### src/rtl/fpu_pkg.sv
// Shared floating-point definitions for the sequential divider.
//   float_t : IEEE-754 single-precision field view (sign / exp / frac)
//   BIAS    : exponent bias (127)
//   EXP_MAX : all-ones exponent used for infinity (255)
//   state_e : divider control FSM states
package fpu_pkg;

  localparam int BIAS    = 127;
  localparam int EXP_MAX = 255;

  typedef struct packed {
    logic        sign;
    logic [7:0]  exp;
    logic [22:0] frac;
  } float_t;

  typedef enum logic [1:0] {
    IDLE = 2'd0,
    DIV  = 2'd1,
    NORM = 2'd2,
    DONE = 2'd3
  } state_e;

endpackage

### src/rtl/fdiv_round.sv
// Combinational normalize / round / exception stage of the divider.
// Ports:
//   sign    : result sign
//   exp_in  : biased exponent e1-e2+BIAS before normalization (10-bit signed)
//   q       : raw quotient bits, MSB weight 2^0 of m1/m2
//   rem_nz  : final partial remainder is non-zero
//   x1_zero : dividend flushed to zero
//   x2_zero : divisor flushed to zero
//   y       : packed single-precision result
//   ovf     : overflow or divide-by-zero
//   udf     : underflow to zero
module fdiv_round
  import fpu_pkg::*;
#(
  parameter int Q_W = 26
) (
  input  logic              sign,
  input  logic signed [9:0] exp_in,
  input  logic [Q_W-1:0]    q,
  input  logic              rem_nz,
  input  logic              x1_zero,
  input  logic              x2_zero,
  output logic [31:0]       y,
  output logic              ovf,
  output logic              udf
);

  localparam logic signed [9:0] EXP_OVF  = 10'(EXP_MAX);
  // Bits below the guard position after normalization feed the sticky bit.
  localparam logic [Q_W-1:0]    LOW_MASK = {Q_W{1'b1}} >> 25;

  function automatic logic [24:0] round_rne(input logic [23:0] sig,
                                            input logic        guard,
                                            input logic        sticky);
    return {1'b0, sig} + 25'(guard & (sticky | sig[0]));
  endfunction

  logic [Q_W-1:0]    q_n;
  logic [23:0]       sig;
  logic              guard;
  logic              sticky;
  logic [24:0]       sig_r;
  logic signed [9:0] exp_n;
  logic signed [9:0] exp_r;
  float_t            res;

  always_comb begin
    // m1/m2 lies in (0.5, 2): a clear MSB means one left shift normalizes.
    q_n    = q[Q_W-1] ? q : (q << 1);
    sig    = q_n[Q_W-1 -: 24];
    guard  = q_n[Q_W-25];
    sticky = (|(q_n & LOW_MASK)) | rem_nz;
    sig_r  = round_rne(sig, guard, sticky);
    exp_n  = q[Q_W-1] ? exp_in : (exp_in - 10'sd1);
    // A rounding carry leaves sig_r = 2^24 whose low 23 bits are already zero.
    exp_r  = exp_n + (sig_r[24] ? 10'sd1 : 10'sd0);

    res  = '{sign: sign, exp: 8'd0, frac: 23'd0};
    ovf  = 1'b0;
    udf  = 1'b0;
    if (x2_zero) begin
      res.exp = 8'(EXP_MAX);
      ovf     = 1'b1;
    end else if (x1_zero) begin
      res.exp = 8'd0;
    end else if (exp_r >= EXP_OVF) begin
      res.exp = 8'(EXP_MAX);
      ovf     = 1'b1;
    end else if (exp_r <= 10'sd0) begin
      udf     = 1'b1;
    end else begin
      res.exp  = exp_r[7:0];
      res.frac = sig_r[22:0];
    end
    y = res;
  end

endmodule

### src/rtl/fdiv_seq.sv
// Sequential single-precision divider: y = x1 / x2.
// Restoring division of the 24-bit significands, one quotient bit per cycle,
// followed by a normalize/round cycle and a one-cycle result pulse.
// Ports:
//   clk, rst : clock and synchronous active-high reset
//   x1, x2   : dividend / divisor, captured when start is seen in IDLE
//   start    : request, only honoured while ready=1
//   ready    : unit idle
//   y        : quotient, held until the next result
//   valid    : one-cycle pulse when y/ovf/udf are new
//   ovf, udf : overflow (or x2 zero) / underflow flags
module fdiv_seq
  import fpu_pkg::*;
#(
  parameter int DIV_ITERS = 26
) (
  input  logic        clk,
  input  logic        rst,
  input  logic [31:0] x1,
  input  logic [31:0] x2,
  input  logic        start,
  output logic        ready,
  output logic [31:0] y,
  output logic        valid,
  output logic        ovf,
  output logic        udf
);

  localparam int               CNT_W    = $clog2(DIV_ITERS + 1);
  localparam logic [CNT_W-1:0] CNT_LAST = CNT_W'(DIV_ITERS - 1);

  state_e               state_q, state_d;
  logic [CNT_W-1:0]     cnt_q, cnt_d;
  logic [DIV_ITERS-1:0] quo_q, quo_d;
  logic [25:0]          rem_q, rem_d;
  logic [23:0]          dvs_q, dvs_d;
  logic                 sign_q, sign_d;
  logic signed [9:0]    exp_q, exp_d;
  logic                 x1z_q, x1z_d;
  logic                 x2z_q, x2z_d;
  logic [31:0]          y_q, y_d;
  logic                 ovf_q, ovf_d;
  logic                 udf_q, udf_d;

  float_t               f1, f2;
  logic                 rem_ge;
  logic [25:0]          rem_sub;
  logic                 rem_nz;
  logic [31:0]          rnd_y;
  logic                 rnd_ovf, rnd_udf;

  // State register
  always_ff @(posedge clk) begin
    if (rst) state_q <= IDLE;
    else     state_q <= state_d;
  end

  // Next-state logic
  always_comb begin
    state_d = state_q;
    unique case (state_q)
      IDLE:    if (start) state_d = DIV;
      DIV:     if (cnt_q == CNT_LAST) state_d = NORM;
      NORM:    state_d = DONE;
      DONE:    state_d = IDLE;
      default: state_d = IDLE;
    endcase
  end

  // FSM outputs
  always_comb begin
    ready = (state_q == IDLE);
    valid = (state_q == DONE);
  end

  // Capture, divide step and result latch
  always_comb begin
    f1      = float_t'(x1);
    f2      = float_t'(x2);
    rem_ge  = (rem_q >= {2'b00, dvs_q});
    rem_sub = rem_q - {2'b00, dvs_q};
    rem_nz  = |rem_q;

    cnt_d  = cnt_q;
    quo_d  = quo_q;
    rem_d  = rem_q;
    dvs_d  = dvs_q;
    sign_d = sign_q;
    exp_d  = exp_q;
    x1z_d  = x1z_q;
    x2z_d  = x2z_q;
    y_d    = y_q;
    ovf_d  = ovf_q;
    udf_d  = udf_q;

    case (state_q)
      IDLE: begin
        if (start) begin
          sign_d = f1.sign ^ f2.sign;
          exp_d  = $signed({2'b00, f1.exp}) - $signed({2'b00, f2.exp})
                   + $signed(10'(BIAS));
          rem_d  = {2'b00, 1'b1, f1.frac};
          dvs_d  = {1'b1, f2.frac};
          x1z_d  = (f1.exp == 8'd0);
          x2z_d  = (f2.exp == 8'd0);
          cnt_d  = '0;
          quo_d  = '0;
        end
      end
      DIV: begin
        // Partial remainder stays below 2*divisor < 2^25 before the shift.
        rem_d = {(rem_ge ? rem_sub[24:0] : rem_q[24:0]), 1'b0};
        quo_d = {quo_q[DIV_ITERS-2:0], rem_ge};
        cnt_d = cnt_q + 1'b1;
      end
      NORM: begin
        y_d   = rnd_y;
        ovf_d = rnd_ovf;
        udf_d = rnd_udf;
        cnt_d = '0;
      end
      default: ;
    endcase
  end

  always_ff @(posedge clk) begin
    if (rst) begin
      cnt_q <= '0;
      y_q   <= '0;
      ovf_q <= 1'b0;
      udf_q <= 1'b0;
    end else begin
      cnt_q <= cnt_d;
      y_q   <= y_d;
      ovf_q <= ovf_d;
      udf_q <= udf_d;
    end
  end

  always_ff @(posedge clk) begin
    quo_q  <= quo_d;
    rem_q  <= rem_d;
    dvs_q  <= dvs_d;
    sign_q <= sign_d;
    exp_q  <= exp_d;
    x1z_q  <= x1z_d;
    x2z_q  <= x2z_d;
  end

  fdiv_round #(
    .Q_W (DIV_ITERS)
  ) u_round (
    .sign    (sign_q),
    .exp_in  (exp_q),
    .q       (quo_q),
    .rem_nz  (rem_nz),
    .x1_zero (x1z_q),
    .x2_zero (x2z_q),
    .y       (rnd_y),
    .ovf     (rnd_ovf),
    .udf     (rnd_udf)
  );

  assign y   = y_q;
  assign ovf = ovf_q;
  assign udf = udf_q;

endmodule
### config.mk
export PLATFORM = sky130hd
export DESIGN_NAME = fdiv_seq
export DESIGN_NICKNAME = d
export VERILOG_FILES = /design/src/rtl/fpu_pkg.sv /design/src/rtl/fdiv_round.sv /design/src/rtl/fdiv_seq.sv
export SDC_FILE = /design/constraint.sdc
export NUM_CORES = 1
export LEC_CHECK = 0
export CAP_MARGIN = 20
export CORE_UTILIZATION = 53
export CTS_BUF_LIST = sky130_fd_sc_hd__clkbuf_4
export DETAILED_ROUTE_END_ITERATION = 10
export PLACE_DENSITY = 0.79
export SETUP_SLACK_MARGIN = 0.1
export SYNTH_ARGS = -nofsm -noshare
export SYNTH_HDL_FRONTEND = slang
export SYNTH_SLANG_ARGS = --single-unit
### constraint.sdc
create_clock -name clk -period 5.82 [get_ports clk]
set_clock_uncertainty 0.2 [all_clocks]
set_input_delay 0.873 -clock clk [delete_from_list [all_inputs] [get_ports clk]]
set_output_delay 0.873 -clock clk [all_outputs]
set_load 0.02 [all_outputs]
* Word level (Yosys, flattened, before mapping)
Index checks and enable logic that the tools add are counted.
** Cells by class
- Add/subtract/negate cells :: 7
- Reductions and logical operators :: 10
- Multiply operators :: 0
- Muxes and demuxes :: 27
- Magnitude comparators :: 3
- Bitwise logic cells :: 4
- Divide/modulo/power cells :: 0
- Shifts and indexed selects :: 0
- Eq/ne operators :: 6
** Operators with widths (number)
- $pmux W26 S2 :: 2
- $mux W26 :: 3
- $mux W23 :: 3
- $mux W31 :: 1
- $ge A26 B24 Y1 :: 1
- $reduce_or A26 Y1 :: 1
- $add A24 B25 Y25 :: 1
- $and A1 B25 Y25 :: 1
- $mux W25 :: 1
- $sub A25 B24 Y25 :: 1
- $mux W8 :: 3
- $logic_not A8 Y1 :: 2
- $pmux W5 S3 :: 1
- $add A10 B10 Y10 :: 1
- $add A9 B8 Y10 const B :: 1
- $ge A10 B9 Y1 const B :: 1
- $le A10 B1 Y1 const B :: 1
- $mux W10 :: 1
- $sub A10 B2 Y10 const B :: 1
- $sub A8 B8 Y9 :: 1
- $mux W1 :: 8
- $pmux W2 S4 :: 1
- $reduce_and A2 Y1 :: 4
- $add A5 B1 Y5 const B :: 1
- 11 further kinds :: 15
** Word-level totals
- Latch bits :: 0
- Memories kept :: 0
- ROM bits :: 0
- RAM bits :: 0
- Logic and storage cells :: 69
- Output and inout port bits :: 36
- Bits of input ports :: 67
- Bits in registers :: 129

* Longest topological paths before layout
- Depth in word-level cells :: 12
- Mapped depth :: 24
- Mapped depth without buffers :: 19

* Hierarchy
A second synthesis with hierarchy kept.
** Unflattened totals
- Cell total of the unflattened synthesis :: 946
- Area total of the unflattened synthesis :: 8896.0 sq um
** Modules (own cells, without submodules)
- fdiv_seq :: times used 1, area each 6855.3 sq um, sequential area each 3463.3 sq um, cells an instance 649
- fdiv_round :: times used 1, area each 2040.7 sq um, sequential area each 0.0 sq um, cells an instance 297

* Worst setup path after synthesis
Ideal clock, no wire load.
- Path kind :: register to register
- From :: register quo_q[25]
- To :: register y_q[0], in the netlist y[0]
- Buffers on the path :: 6
- Data required time :: 5.561 ns
- Slack :: 0.284 ns
- Cell stages (with the launch flop) :: 25
- Arrival :: 5.277 ns
- Period minus slack after synthesis :: 5.536 ns
- Library setup time :: 0.059 ns
- Cell sequence :: edfxtp_1 buf_4 clkbuf_1 buf_1 clkbuf_1 buf_1 mux2_2 ha_1 nand4_1 nor2b_1 nand4_1 nor4_1 nand2_1 nor2_1 ha_1 ha_1 nor2b_1 mux2i_1 nor3_1 and4bb_1 nor3_2 a2111oi_4 nor4b_4 buf_6 a22o_1
** On the way
- Longest elaborated chain between the ends :: 12
- Elaborated cells between the ends (all ways) :: 14
- Those cells by class :: add/sub: 2; order compare: 2; mux: 7; bitwise: 3
** Ends and longest elaborated chain
- from (decl) :: RTL line fdiv_seq.sv:34 : logic [DIV_ITERS-1:0] quo_q, quo_d;
- from (signal assigned) :: RTL line fdiv_seq.sv:141 : quo_q <= quo_d;
- $mux W26 :: RTL line fdiv_round.sv:49 : q_n = q[Q_W-1] ? q : (q << 1);
- $or A1 B1 Y1 :: RTL line fdiv_round.sv:52 : sticky = (|(q_n & LOW_MASK)) | rem_nz;
- $or A1 B1 Y1 :: RTL line fdiv_round.sv:35 : return {1'b0, sig} + 25'(guard & (sticky | sig[0]));
- $and A1 B25 Y25 :: RTL line fdiv_round.sv:35
- $add A24 B25 Y25 :: RTL line fdiv_round.sv:35
- $mux W1 :: RTL line fdiv_round.sv:56 : exp_r = exp_n + (sig_r[24] ? 10'sd1 : 10'sd0);
- $add A10 B10 Y10 :: RTL line fdiv_round.sv:56
- $le A10 B1 Y1 :: RTL line fdiv_round.sv:69 : end else if (exp_r <= 10'sd0) begin
- $mux W31 :: RTL line fdiv_round.sv:69
- $mux W23 (*) :: RTL line fdiv_round.sv:66 : end else if (exp_r >= EXP_OVF) begin
- $mux W23 (*) :: RTL line fdiv_round.sv:64 : end else if (x1_zero) begin
- $mux W23 (*) :: RTL line fdiv_round.sv:61 : if (x2_zero) begin
- to (signal assigned) :: RTL line fdiv_seq.sv:134 : y_q <= y_d;
- to (decl) :: RTL line fdiv_seq.sv:41 : logic [31:0] y_q, y_d;
Mark *: on every way between the ends. The rest lies on a longest branch, timed or not.
A chain may end at the register's enable or synchronous reset.

* Final worst setup path
- From :: register quo_q[25]
- To :: register y_q[5], in the netlist y[5]
The elaborated chain is that of the path after synthesis.

==> reports/qor.txt <==
share of power burned in the clock network = 12.3%
Syn-to-layout area delta = 17.3%
DR vias = 6760
CP delay by family, top = simple AND/OR/NAND/NOR gates
count leader, synth = edfxtp_1
Sum Neg Setup Slack = 0 ps
Layout Cells excl Fill = 1207
GRT Residual Overflow = 0
CP Capture Type = flop
worst path cell trace = mux2i_1 > nor2b_1 > ha_1 > nand4_1 > nor2b_1 > nand4_1 > nor4_1 > nand2_1 > nor2_1 > ha_1 > ha_1 > nor2b_1 > mux2i_1 > nor3_1 > and4bb_1 > nor3_2 > a2111oi_4 > nor4b_4 > a22o_1
Tot Pwr = 4.87 mW
fin crit period = 5150 ps
status = complete, no violations
routed len/inst = 15.1 µm
layout cell share with drive strength beyond 1 = 6.43%
DP Area = 0.00970 mm²
first-pass GRT wire length = 30500 µm
DR top layer = met4
Routed Antenna Nets = 0
Synthesis Warnings = 0
CP max stage cell = nor4b_4
slowest stage delay, CP = 850 ps
Layout fillers = 1331
Seq pwr share = 34.7%
die span in x = 129 µm
Post-Route M1 WL = 8910 µm
switching share of power = 43.5%
leakage power = 3.77 nW
DR iter-0 viols = 528
hold_ws = 285 ps
footprint of the multi-input gates = 0.00471 mm²
final WL = 18200 µm
Relative slew margins = 32.0%
Detail Placement HPWL = 13400 µm
RSZ-0062 raised after global routing = false
largest net degree at the start of global routing = 71
Final nets = 1094
combinational group share of total power = 53.0%
design area = 0.0100 mm²
syn_area_per_cell = 9.53 µm²
Seq/Total Area, Yosys = 40.6%
ys flop type = edfxtp_1
final setup fails = 0
clk sinks = 129
placed cell count = 1173
Max Clock Freq = 194 MHz
Slew Viols, Final = 0
initial antenna violation count = 1
die height = 129 µm
GRT Total Usage = 23.3%
H-Tree Depth = 4
drt pass-1 iters = 5
routed vias/inst = 5.60
met2 wire len = 8200 µm
post-CTS sizing = 0
CTS buffer count = 17
FFs w/ async S/R, synth = 0%
HP Class = reg -> reg
Syn Nets = 1006
P per Cell Area = 487 mW/mm²
top post-synthesis cells by count = edfxtp_1, nor2_1, nand2_1, a21oi_1, inv_1
Distinct cells, synth = 72
WP data arrival = 5460 ps
fin crit share = 88.5%
die area = 0.0166 mm²
Pint = 2.75 mW
IO Count = 103
Crit Path Class = reg -> reg
post-synth top area cell = edfxtp_1
initial core utilization = 55.2%
Clock transition at path regs = 120 ps
Required @ worst endpoint = 6120 ps
met3 wire len = 756 µm
Worst Path Buf+Inv = 0
post-CTS setup buffer count = 0
drt drc = 0
Mapped Area = 0.00852 mm²
Crit Path Max Fanout = 23
number of flops mapped to enable cells by yosys = 88
RD Place Congestion = 0.879
row count = 45
Startpoint Class = flop
max_cap viols = 0
Port Buffers = 102
Longest Clk Path Bufs = 2
Worst VDD drop = 0.551 mV
clock root cell = clkbuf_4
cells after synthesis = 894
clock latency on the worst-skew pair = 560 ps
number of global-route vias before repair = 6368
register area = 0.00346 mm²
#FFs+latches synth = 129
sw power = 2.12 mW
Core ar. = 0.0154 mm²
Post-CTS Hold Fix Bufs = 0
Yosys top cell area share = 31.0%
synth top area cells = edfxtp_1, dfxtp_1, ha_1
final hold viol count = 0
Worst Max-Slew Pin Slew = 1020 ps
CTS tree = yes
-- power groups by stage --
stage | combinational, mW | sequential (mW) | clock, mW
floorplan | 1.98 | 1.62 | 0
global placement | 2.50 | 1.70 | 0
detailed placement | 2.53 | 1.71 | 0
CTS | 2.55 | 1.69 | 0.612
global route | 2.89 | 1.74 | 0.650
finish | 2.58 | 1.69 | 0.598
-- routing by layer --
| metal | vias up | global-route usage (%) |
|---|---|---|
| li1 | 3431 | - |
| met1 | 3145 | 33.0 |
| met2 | 161 | 36.1 |
| met3 | 23 | 3.74 |
| met4 | 0 | 8.51 |
| met5 | - | 0 |
-- metrics by stage --
stage | setup slack [ps] | utilization (%)
finish | 667 | 64.8
global route | 101 | 64.8
CTS | 588 | 64.6
detailed placement | 598 | 62.9
global placement | 674 | 62.9
floorplan | 284 | -
-- flip-flops by register name (all words and copies together) (netlist names), 2 cells and up --
| signal | count |
|---|---|
| y | 32 |
| cnt_q | 5 |
| exp_q | 10 |
| rem_q | 26 |
| dvs_q | 23 |
| quo_q | 26 |
| state_q | 2 |
-- layout make-up --
class                      instances  share of cell area [%]
multi-input combinational        672                    47.1
sequential                       129                    34.6
timing repair buffer             109                    10.9
tap                              211                    2.64
inverter                          53                    1.99
clock buffer                      20                    1.50
clock inverter                    12                    1.18
antenna                            1                  0.0250
-- cells in the final DEF, fill, tap and decap left out, drive strengths merged, types with 11 or more instances in the layout --
cell type        n
a21oi           55
clkdlybuf4s50  102
nor2            81
a21o            11
inv             52
a22o            23
nor2b           19
and2            31
edfxtp          88
nand2           65
clkbuf          20
nor4            15
o21ai           35
xor2            33
nand4           12
xnor2           41
mux2i           36
a31oi           15
ha              43
nand3           16
dfxtp           41
-- worst paths after layout --
path | end | start | depth (start not counted) | slack (ps)
setup / recovery | y[5]$_SDFFE_PP0P_ | quo_q[25]$_SDFFCE_PN0P_ | 19 | 670
hold reg to reg | y[2]$_SDFFE_PP0P_ | y[2]$_SDFFE_PP0P_ | 1 | 290
setup reg to reg | y[5]$_SDFFE_PP0P_ | quo_q[25]$_SDFFCE_PN0P_ | 19 | 670
hold / removal | y[2]$_SDFFE_PP0P_ | y[2]$_SDFFE_PP0P_ | 1 | 290
-- kinds of logic (layout without fill, tap and decap cells) --
logic type / after synthesis / count (layout) / share of synthesized area, %
XOR/XNOR: 74 / 74 / 7.61
other: 0 / 1 / 0
flip-flops: 129 / 129 / 40.6
AO/OA/AOI/OAI: 203 / 203 / 16.2
buffers and inverters: 93 / 194 / 4.45
AND/OR/NAND/NOR: 305 / 305 / 18.9
multiplexers: 45 / 45 / 5.42
adder cells (fa/ha/maj): 45 / 45 / 6.78
No activity file was read; power rests on OpenSTA's default activity.
